## config.mk

```make
export PLATFORM = sky130hd
export DESIGN_NAME = plab4_net_router_input_ctrl_sep
export DESIGN_NICKNAME = d
export VERILOG_FILES = /design/src/rtl/plab4_net_router_input_ctrl_sep_pkg.sv /design/src/rtl/plab4_net_router_input_queue.sv /design/src/rtl/plab4_net_router_input_ctrl_sep.sv
export SDC_FILE = /design/constraint.sdc
export NUM_CORES = 1
export LEC_CHECK = 0
export ABC_AREA = 1
export CAP_MARGIN = 20
export CORE_ASPECT_RATIO = 0.5
export CORE_MARGIN = 8
export CORE_UTILIZATION = 47
export DETAILED_ROUTE_END_ITERATION = 8
export PLACE_DENSITY = 0.81
export SLEW_MARGIN = 10
export SYNTH_ARGS = -nofsm -noshare
export SYNTH_HDL_FRONTEND = slang
export SYNTH_SLANG_ARGS = --single-unit
```

## constraint.sdc

```tcl
create_clock -name clk -period 2.15 [get_ports clk]
set_input_delay 0.215 -clock clk [delete_from_list [all_inputs] [get_ports clk]]
set_output_delay 0.215 -clock clk [all_outputs]
set_load 0.01 [all_outputs]
```

## src/rtl/plab4_net_router_input_ctrl_sep_pkg.sv

```systemverilog
// Shared port indices and route helpers for the ring router.
// Used by input ctrl, output ctrls and crossbar decode.
package plab4_net_router_input_ctrl_sep_pkg;

  localparam logic [1:0] PORT_PREV = 2'd0;
  localparam logic [1:0] PORT_TERM = 2'd1;
  localparam logic [1:0] PORT_NEXT = 2'd2;

  function automatic int get_dest(
    input logic [63:0] msg,
    input int          msg_nbits,
    input int          dest_nbits
  );
    logic [63:0] sh;
    sh = msg >> (msg_nbits - dest_nbits);
    sh = sh & ((64'd1 << dest_nbits) - 64'd1);
    return int'(sh);
  endfunction

  // Forward ring distance; ties at n/2 go forward.
  function automatic logic [1:0] route(
    input int dest,
    input int id,
    input int n
  );
    int fwd;
    fwd = (dest - id + n) % n;
    if (fwd == 0)
      return PORT_TERM;
    else if (fwd <= n / 2)
      return PORT_NEXT;
    else
      return PORT_PREV;
  endfunction

endpackage

```

## src/rtl/plab4_net_router_input_queue.sv

```systemverilog
// Circular queue with head/tail pointers and occupancy count.
// Head read port returns zero when empty.
import plab4_net_router_input_ctrl_sep_pkg::*;

module plab4_net_router_input_queue #(
  parameter int p_nbits       = 17,
  parameter int p_num_entries = 2
) (
  input  logic               clk,
  input  logic               reset,
  input  logic               i_enq_val,
  input  logic [p_nbits-1:0] i_enq_data,
  input  logic               i_deq,
  output logic [p_nbits-1:0] o_head_data,
  output logic               o_empty,
  output logic               o_full
);

  localparam int PW = $clog2(p_num_entries);
  localparam int CW = $clog2(p_num_entries + 1);

  logic [p_nbits-1:0] r_mem [p_num_entries];
  logic [PW-1:0]      r_head;
  logic [PW-1:0]      r_tail;
  logic [CW-1:0]      r_count;
  logic               w_enq;
  logic               w_deq;

  function automatic logic [PW-1:0] nxt(
    input logic [PW-1:0] p
  );
    return (p == PW'(p_num_entries - 1)) ?
      '0 : p + PW'(1);
  endfunction

  assign o_empty = (r_count == '0);
  assign o_full  = (r_count == CW'(p_num_entries));
  assign w_enq   = i_enq_val && !o_full;
  assign w_deq   = i_deq && !o_empty;

  assign o_head_data = o_empty ?
    '0 : r_mem[r_head];

  always_ff @(posedge clk) begin
    if (w_enq && !reset)
      r_mem[r_tail] <= i_enq_data;
  end

  always_ff @(posedge clk) begin
    if (reset) begin
      r_head  <= '0;
      r_tail  <= '0;
      r_count <= '0;
    end else begin
      if (w_enq)
        r_tail <= nxt(r_tail);
      if (w_deq)
        r_head <= nxt(r_head);
      if (w_enq && !w_deq)
        r_count <= r_count + CW'(1);
      else if (w_deq && !w_enq)
        r_count <= r_count - CW'(1);
    end
  end

endmodule

```

## src/rtl/plab4_net_router_input_ctrl_sep.sv

```systemverilog
// Ring router input ctrl: queue, route compute, split reqs.
// Define PLAB4_NET_ROUTER_INPUT_CTRL_BYPASS_EN for 0-cycle bypass.
import plab4_net_router_input_ctrl_sep_pkg::*;

module plab4_net_router_input_ctrl_sep #(
  parameter int p_msg_nbits   = 16,
  parameter int p_dest_nbits  = 2,
  parameter int p_num_routers = 4,
  parameter int p_router_id   = 0,
  parameter int p_num_entries = 2
) (
  input  logic                   clk,
  input  logic                   reset,
  input  logic                   in_val,
  output logic                   in_rdy,
  input  logic [p_msg_nbits-1:0] in_msg,
  input  logic                   in_domain,
  output logic                   reqs_p0,
  output logic                   reqs_p1,
  output logic                   reqs_p2,
  input  logic                   grants_p0,
  input  logic                   grants_p1,
  input  logic                   grants_p2,
  output logic [p_msg_nbits-1:0] head_msg,
  output logic                   head_domain,
  output logic                   head_val
);

  logic                 w_q_empty;
  logic                 w_q_full;
  logic [p_msg_nbits:0] w_q_head;
  logic                 w_byp;
  logic [1:0]           w_port;
  logic                 w_grant;
  logic                 w_deq;
  logic                 w_enq;

`ifdef PLAB4_NET_ROUTER_INPUT_CTRL_BYPASS_EN
  assign w_byp = w_q_empty && in_val;
`else
  assign w_byp = 1'b0;
`endif

  assign head_val = !w_q_empty || w_byp;
  assign {head_domain, head_msg} = w_byp ?
    {in_domain, in_msg} : w_q_head;

  assign w_port = route(
    get_dest(64'(head_msg), p_msg_nbits, p_dest_nbits),
    p_router_id, p_num_routers);

  assign reqs_p0 = head_val && (w_port == PORT_PREV);
  assign reqs_p1 = head_val && (w_port == PORT_TERM);
  assign reqs_p2 = head_val && (w_port == PORT_NEXT);

  // Only the requested port's grant can pop.
  assign w_grant = (reqs_p0 && grants_p0)
                || (reqs_p1 && grants_p1)
                || (reqs_p2 && grants_p2);

  assign w_deq  = w_grant && !w_q_empty;
  assign in_rdy = !reset && !w_q_full;
  assign w_enq  = in_val && in_rdy
               && !(w_byp && w_grant);

  plab4_net_router_input_queue #(
    .p_nbits      (p_msg_nbits + 1),
    .p_num_entries(p_num_entries)
  ) u_queue (
    .clk        (clk),
    .reset      (reset),
    .i_enq_val  (w_enq),
    .i_enq_data ({in_domain, in_msg}),
    .i_deq      (w_deq),
    .o_head_data(w_q_head),
    .o_empty    (w_q_empty),
    .o_full     (w_q_full)
  );

endmodule

```

# After elaboration in Yosys (flattened, before gate mapping)
# Memory sizes are Yosys's and may differ from the RTL's. A register that Yosys moved wholly into a read port is not among the register bits.
# Index checks and enable logic that the tools add are counted.
dict set report op_classes {
  addsub 5
  mul 0
  div 0
  magnitude_cmp 1
  n_eq_ne 3
  shifts 0
  mux 11
  bitwise_logic 1
  n_reduce_logical 26
}
# op n
set op_table {}
lappend op_table {{$logic_not 32->1} 1}
lappend op_table {{$mux 17} 1}
lappend op_table {{$logic_and 1x1->1} 14}
lappend op_table {{$mux 2} 4}
lappend op_table {{$mux 1} 6}
lappend op_table {{$logic_not 1->1} 5}
lappend op_table {{$add 2x1->2 const B} 2}
lappend op_table {{$eq 2x2->1 const B} 2}
lappend op_table {{$logic_not 2->1} 2}
lappend op_table {{$le 3x3->1 const B} 1}
lappend op_table {{$add 1x1->1 const B} 2}
lappend op_table {{$eq 2x1->1 const B} 1}
lappend op_table {{$logic_or 1x1->1} 2}
lappend op_table {{$reduce_bool 2->1} 1}
lappend op_table {{$reduce_or 2->1} 1}
lappend op_table {{$sub 2x1->2 const B} 1}
lappend op_table {{$and 1x1->1 const A} 1}
dict set report totals {
  regBits 4
  latchBits 0
  mem_bits_rw 34
  mem_bits_ro 0
  mem_count 1
}
# memory words word_bits read_ports rd_clocked_by_memory_dff wr line
set mem_list {}
lappend mem_list {u_queue.r_mem 2 17 1 1 1 plab4_net_router_input_queue.sv:22} ;# logic [p_nbits-1:0] r_mem [p_num_entries];

# Depth between registers and ports, before layout
dict set report logic_depth {
  depth_word 18
  ltp_mapped 15
}

# Cells and area by module
# Synthesis repeated with hierarchy kept, for this count alone.
dict set report unflattened {
  cells_unflattened 145
  hier_area_um2 1610.3
}
# mod instances cells_per_inst area_per_inst_um2 seq_area_each_um2
set modules_own_cells {}
lappend modules_own_cells {plab4_net_router_input_queue 1 128 1520.2 1121.1}
lappend modules_own_cells {plab4_net_router_input_ctrl_sep 1 17 90.1 0.0}

# Worst setup path after synthesis
# Ideal clock, no wire load.
dict set report synth_path {
  kind {register -> register}
  startpoint {reg u_queue.r_count[1]}
  endpoint {reg u_queue.r_count[1]}
  setup_ns 0.120
  t_arrival_ns 1.997
  t_required_ns 2.030
  path_slack_ns 0.033
  path_stages_with_launch 15
  path_buffers 0
  cell_sequence {dfxtp_1 > inv_2 > nand2_8 > inv_4 > nor3_2 > inv_2 > ha_1 > nand3_2 > nand3_2 > inv_1 > ha_1 > inv_1 > nand3_1 > o21ai_1 > a21oi_1}
}
# item line
set synth_lines {}
lappend synth_lines {{start: declaration} plab4_net_router_input_queue.sv:25} ;# logic [CW-1:0] r_count;
lappend synth_lines {{start signal: assignment} plab4_net_router_input_queue.sv:60} ;# r_count <= r_count + CW'(1);
lappend synth_lines {{start signal: assignment} plab4_net_router_input_queue.sv:62} ;# r_count <= r_count - CW'(1);
lappend synth_lines {{$logic_not 2->1 (*)} plab4_net_router_input_queue.sv:36} ;# assign o_empty = (r_count == '0);
lappend synth_lines {{$logic_not 1->1 (*)} plab4_net_router_input_ctrl_sep.sv:44} ;# assign head_val = !w_q_empty || w_byp;
lappend synth_lines {{named net head_val} plab4_net_router_input_ctrl_sep.sv:26} ;# output logic head_val
lappend synth_lines {{$logic_and 1x1->1 (on tied branches)} {plab4_net_router_input_ctrl_sep.sv:52, plab4_net_router_input_ctrl_sep.sv:53}}
lappend synth_lines {{$logic_and 1x1->1 (on tied branches)} {plab4_net_router_input_ctrl_sep.sv:57, plab4_net_router_input_ctrl_sep.sv:58}}
lappend synth_lines {{$logic_or 1x1->1} plab4_net_router_input_ctrl_sep.sv:58} ;# || (reqs_p1 && grants_p1)
lappend synth_lines {{$logic_or 1x1->1} plab4_net_router_input_ctrl_sep.sv:59} ;# || (reqs_p2 && grants_p2);
lappend synth_lines {{$logic_and 1x1->1} plab4_net_router_input_ctrl_sep.sv:61} ;# assign w_deq = w_grant && !w_q_empty;
lappend synth_lines {{$logic_and 1x1->1 (*)} plab4_net_router_input_queue.sv:39} ;# assign w_deq = i_deq && !o_empty;
lappend synth_lines {{$logic_not 1->1} plab4_net_router_input_queue.sv:59} ;# if (w_enq && !w_deq)
lappend synth_lines {{$logic_and 1x1->1} plab4_net_router_input_queue.sv:59}
lappend synth_lines {{$mux 2 / $reduce_bool 2->1 (equally long branches)} n/a}
# The timed path passes the listed nets; every way through them passes the cells marked *. The select of a mux whose other input is x is not followed.
# A chain may end at the register's enable or synchronous reset.

# Worst setup path after layout
dict set report layout_path {
  startpoint {reg u_queue.r_count[1]}
  endpoint {reg u_queue.r_count[1]}
}
dict set report layout_via {
  elab_chain_cells 18
}
# item line
set layout_lines {}
lappend layout_lines {{$logic_not 2->1} plab4_net_router_input_queue.sv:36}
lappend layout_lines {{$mux 17} plab4_net_router_input_queue.sv:41} ;# assign o_head_data = o_empty ?
lappend layout_lines {{$add 2x1->2} plab4_net_router_input_ctrl_sep_pkg.sv:27} ;# fwd = (dest - id + n) % n;
lappend layout_lines {{$reduce_or 2->1 (no source line)} n/a}
lappend layout_lines {{$and 1x1->1 (no source line)} n/a}
lappend layout_lines {{$le 3x3->1} plab4_net_router_input_ctrl_sep_pkg.sv:30} ;# else if (fwd <= n / 2)
lappend layout_lines {{$mux 2} plab4_net_router_input_ctrl_sep_pkg.sv:30}
lappend layout_lines {{$mux 2} plab4_net_router_input_ctrl_sep_pkg.sv:28} ;# if (fwd == 0)
lappend layout_lines {{[2 not listed]} n/a}
lappend layout_lines {{$logic_and 1x1->1 (on tied branches)} {plab4_net_router_input_ctrl_sep.sv:58, plab4_net_router_input_ctrl_sep.sv:57}}
lappend layout_lines {{$logic_or 1x1->1} plab4_net_router_input_ctrl_sep.sv:58}
lappend layout_lines {{$logic_or 1x1->1} plab4_net_router_input_ctrl_sep.sv:59}
lappend layout_lines {{$logic_and 1x1->1} plab4_net_router_input_ctrl_sep.sv:61}
lappend layout_lines {{$logic_and 1x1->1} plab4_net_router_input_queue.sv:39}
lappend layout_lines {{$logic_not 1->1} plab4_net_router_input_queue.sv:59}
lappend layout_lines {{$logic_and 1x1->1} plab4_net_router_input_queue.sv:59}
lappend layout_lines {{$mux 2 / $reduce_bool 2->1 (equally long branches)} n/a}
# Parallel ways exist; a longest one is shown, timed or not. The select of a mux whose other input is x is not followed.

==> out/results.ini <==
[status]
status = finished, final reports clean

[floorplan]
die-area_um2 = 5820
dieHeight_um = 58.1
num_rows = 15
core_area_um2 = 3420
chipWidth_um = 100
start_util = 0.487
io_pins = 45

[grt]
grt_overflow = 0
antenna_found_initial = 0
busiest_layer = met2
grt_pass1_wl_um = 5290
use_met2 = 0.218
use_met1 = 0.117
track_usage = 0.121
grt_pass1_vias = 1131
use_met3 = 0.0465
grt_max_degree = 19

[synth]
synthSimpleGateAreaFrac = 0.152
synth_mux_area_frac = 0
synth_compound_area_frac = 0.0962
synthAdderAreaFrac = 0.0226
synth_seq_area_share = 0.674
synth.avg_cell_area_um2 = 12.1
synth-xor-area-share = 0
yosysWarnings = 0
synth_seq_cells = 39
syn-num-nets = 163
syn_area_um2 = 1660
synth_top_family_by_area = simple AND/OR/NAND/NOR gates
synthCells = 137
synth.distinct_cells = 23

[cts]
clkTransAtPathRegs_ps = 60
clk_path_buf_depth = 2
cts.sinks = 39
cts-htree-levels = 2
cts_hold_buffers = 0
numCtsBuffers = 5
clk_latency_ps = 280
clockRootBuffer = clkbuf_8
cts_tree = done

[worst_setup_path]
reg2reg_to = u_queue.r_count[1]
ff2ff_path_depth = 14
cp_num_buf_inv = 5
reg2reg_setup_slack_ps = 50
crit_chain = inv_2 -> nand2_8 -> inv_4 -> nor3_4 -> buf_4 -> ha_2 -> nand3_2 -> nand3_2 -> inv_1 -> ha_1 -> inv_2 -> nand3_1 -> o21ai_1 -> a21oi_1
worst-setup-path-type = register to register
crit_fanout = 6
cpLargestDelayFamily = simple AND/OR/NAND/NOR gates
reg2reg_from = u_queue.r_count[1]
slowest_delay_ps = 350
end_kind = register
critPathLaunchType = register
arrival_ps = 2270
worstPathRequired_ps = 2310
cp_slowest_cell = dfxtp_4

[timing]
tightest_slew_ps = 425
clock_skew_ps = 5.73
setup_viol = 0
slew_violations = 0
final_hold_viol_count = 0
tns_ps = 0
period_minus_slack_ps = 2100
period_share = 0.978
clock.fmax_mhz = 475
slew_headroom = 0.716

[routing]
via_count = 1137
wl_per_cell_um = 13.8
drc = 0
drt_iter0_markers = 60
vias_per_cell = 4.66
wl_um = 3370
antenna_left = 0
dr.pass1.iters = 4

[final_layout]
antenna_cells = 0
syn_to_final_growth_pct = 41.0
layoutNonFillerInstCount = 244
fill_cells = 250
post-route-util = 0.687
drive_gt1_frac = 0.228
nNetsFinal = 219

[min_path]
min_from = u_queue.r_count[0]
min_to = u_queue.r_count[0]
whs_path_depth = 1
hold_class = register to register

[placed_design]
dpl.cell_count = 235
port-buffer-count = 44
gp_congestion = 0.731
dp_hpwl_um = 2520

[job]
drv_cap = 0

[power]
peakVddDrop_uv = 641
power.density_nw_per_um2 = 1180
power.leakage_uw = 0.000864

## power by group
group          switching [uW]  total (uW)  internal, uW
clock                     227         567           340
sequential               42.4         961           918
combinational             656        1240           589
total                     925        2770          1850
## cells in the mapped netlist
library cell	count	share of area
a21oi_1	11	0.033
a21oi_2	7	0.037
a21oi_4	1	0.0098
buf_2	1	0.0030
buf_4	2	0.0090
buf_6	1	0.0068
dfxtp_1	5	0.060
edfxtp_1	34	0.61
ha_1	3	0.023
inv_1	8	0.018
inv_2	5	0.011
inv_4	2	0.0075
nand2_1	34	0.077
nand2_2	1	0.0038
nand2_8	1	0.012
nand3_1	1	0.0030
nand3_2	4	0.024
nor2_1	10	0.023
nor3_2	1	0.0060
o211ai_2	1	0.0075
o21ai_0	1	0.0030
o21ai_1	2	0.0060
or2_1	1	0.0038
## worst max-delay path by stage
stage | startpoint | endpoint | slack (ps) | cells past startpoint
after floorplan | u_queue.r_count[1] | u_queue.r_count[1] | 30 | 14
after global placement | u_queue.r_count[1] | u_queue.r_count[1] | 110 | 14
after detailed placement | u_queue.r_count[1] | u_queue.r_count[1] | -40 | 14
after CTS | u_queue.r_count[1] | u_queue.r_count[1] | 10 | 14
after global routing | u_queue.r_count[1] | u_queue.r_count[1] | -10 | 14
final | u_queue.r_count[1] | u_queue.r_count[1] | 50 | 14
## state kept, by name, indices dropped and copies added, names as in the netlist, named ones only
signal,flops
u_queue.r_mem,34
u_queue.r_count,2
u_queue.r_tail,1
u_queue.r_head,1
## area by class of cell
| type | count | area, um2 | area share |
|---|---|---|---|
| multi-input cells | 79 | 472 | 0.201 |
| clock buffers | 6 | 72.6 | 0.0309 |
| inverters | 15 | 61.3 | 0.0261 |
| flip-flops and latches | 39 | 1130 | 0.482 |
| clock inverters | 1 | 30.0 | 0.0128 |
| well taps | 51 | 63.8 | 0.0272 |
| repair buffers | 53 | 517 | 0.220 |
## repair_timing
item	CTS	global route
buffers inserted	0	2
pin swaps	0	2
setup endpoints to repair	4	1
gates resized for setup	9	4
## through the flow
step / power (uW) / hold slack (ps) / setup WS [ps] / cell area (um2)
2_1_floorplan: 1640 / 314 / 33.0 / 1660
3_5_place_dp: 2170 / 487 / -38.7 / 2200
6_report: 2770 / 467 / 46.6 / 2350
5_1_grt: 2940 / 482 / -12.5 / 2350
4_1_cts: 2750 / 480 / 10.1 / 2320
3_3_place_gp: 2140 / 476 / 106 / 2200
## cell usage in the layout, fill, tap and decap left out, drive strengths merged
| cell | Yosys | final |
|---|---|---|
| or2 | 1 | 1 |
| o211ai | 1 | 1 |
| edfxtp | 34 | 34 |
| nand3 | 5 | 5 |
| nor3 | 1 | 1 |
| ha | 3 | 3 |
| dlygate4sd2 | 0 | 3 |
| nor2 | 10 | 10 |
| bufinv | 0 | 1 |
| a21oi | 19 | 19 |
| buf | 4 | 9 |
| clkdlybuf4s50 | 0 | 41 |
| nand2 | 36 | 36 |
| o21ai | 3 | 3 |
| inv | 15 | 15 |
| clkbuf | 0 | 6 |
| dfxtp | 5 | 5 |
## worst register-to-register path, delay by kind of cell, from the launching register on
| family | cells | cell delay, ps |
|---|---|---|
| compound gates | 2 | 220 |
| fa+ha+maj | 2 | 480 |
| buf+inv | 5 | 370 |
| flops | 1 | 350 |
| simple gates | 5 | 560 |
## logic make-up after synthesis
| logic type | count (synthesis) |
|---|---|
| AO/OA/AOI/OAI | 23 |
| adder cells (fa/ha/maj) | 3 |
| buffers and inverters | 19 |
| flip-flops | 39 |
| AND/OR/NAND/NOR | 53 |
## layer usage
layer  vias up  part of all wire
met5         -                 0
met4         0             0.021
met3         6             0.043
met2        23              0.53
met1       531              0.40
li1        577                 -
Power figures use the tool's default switching activity.
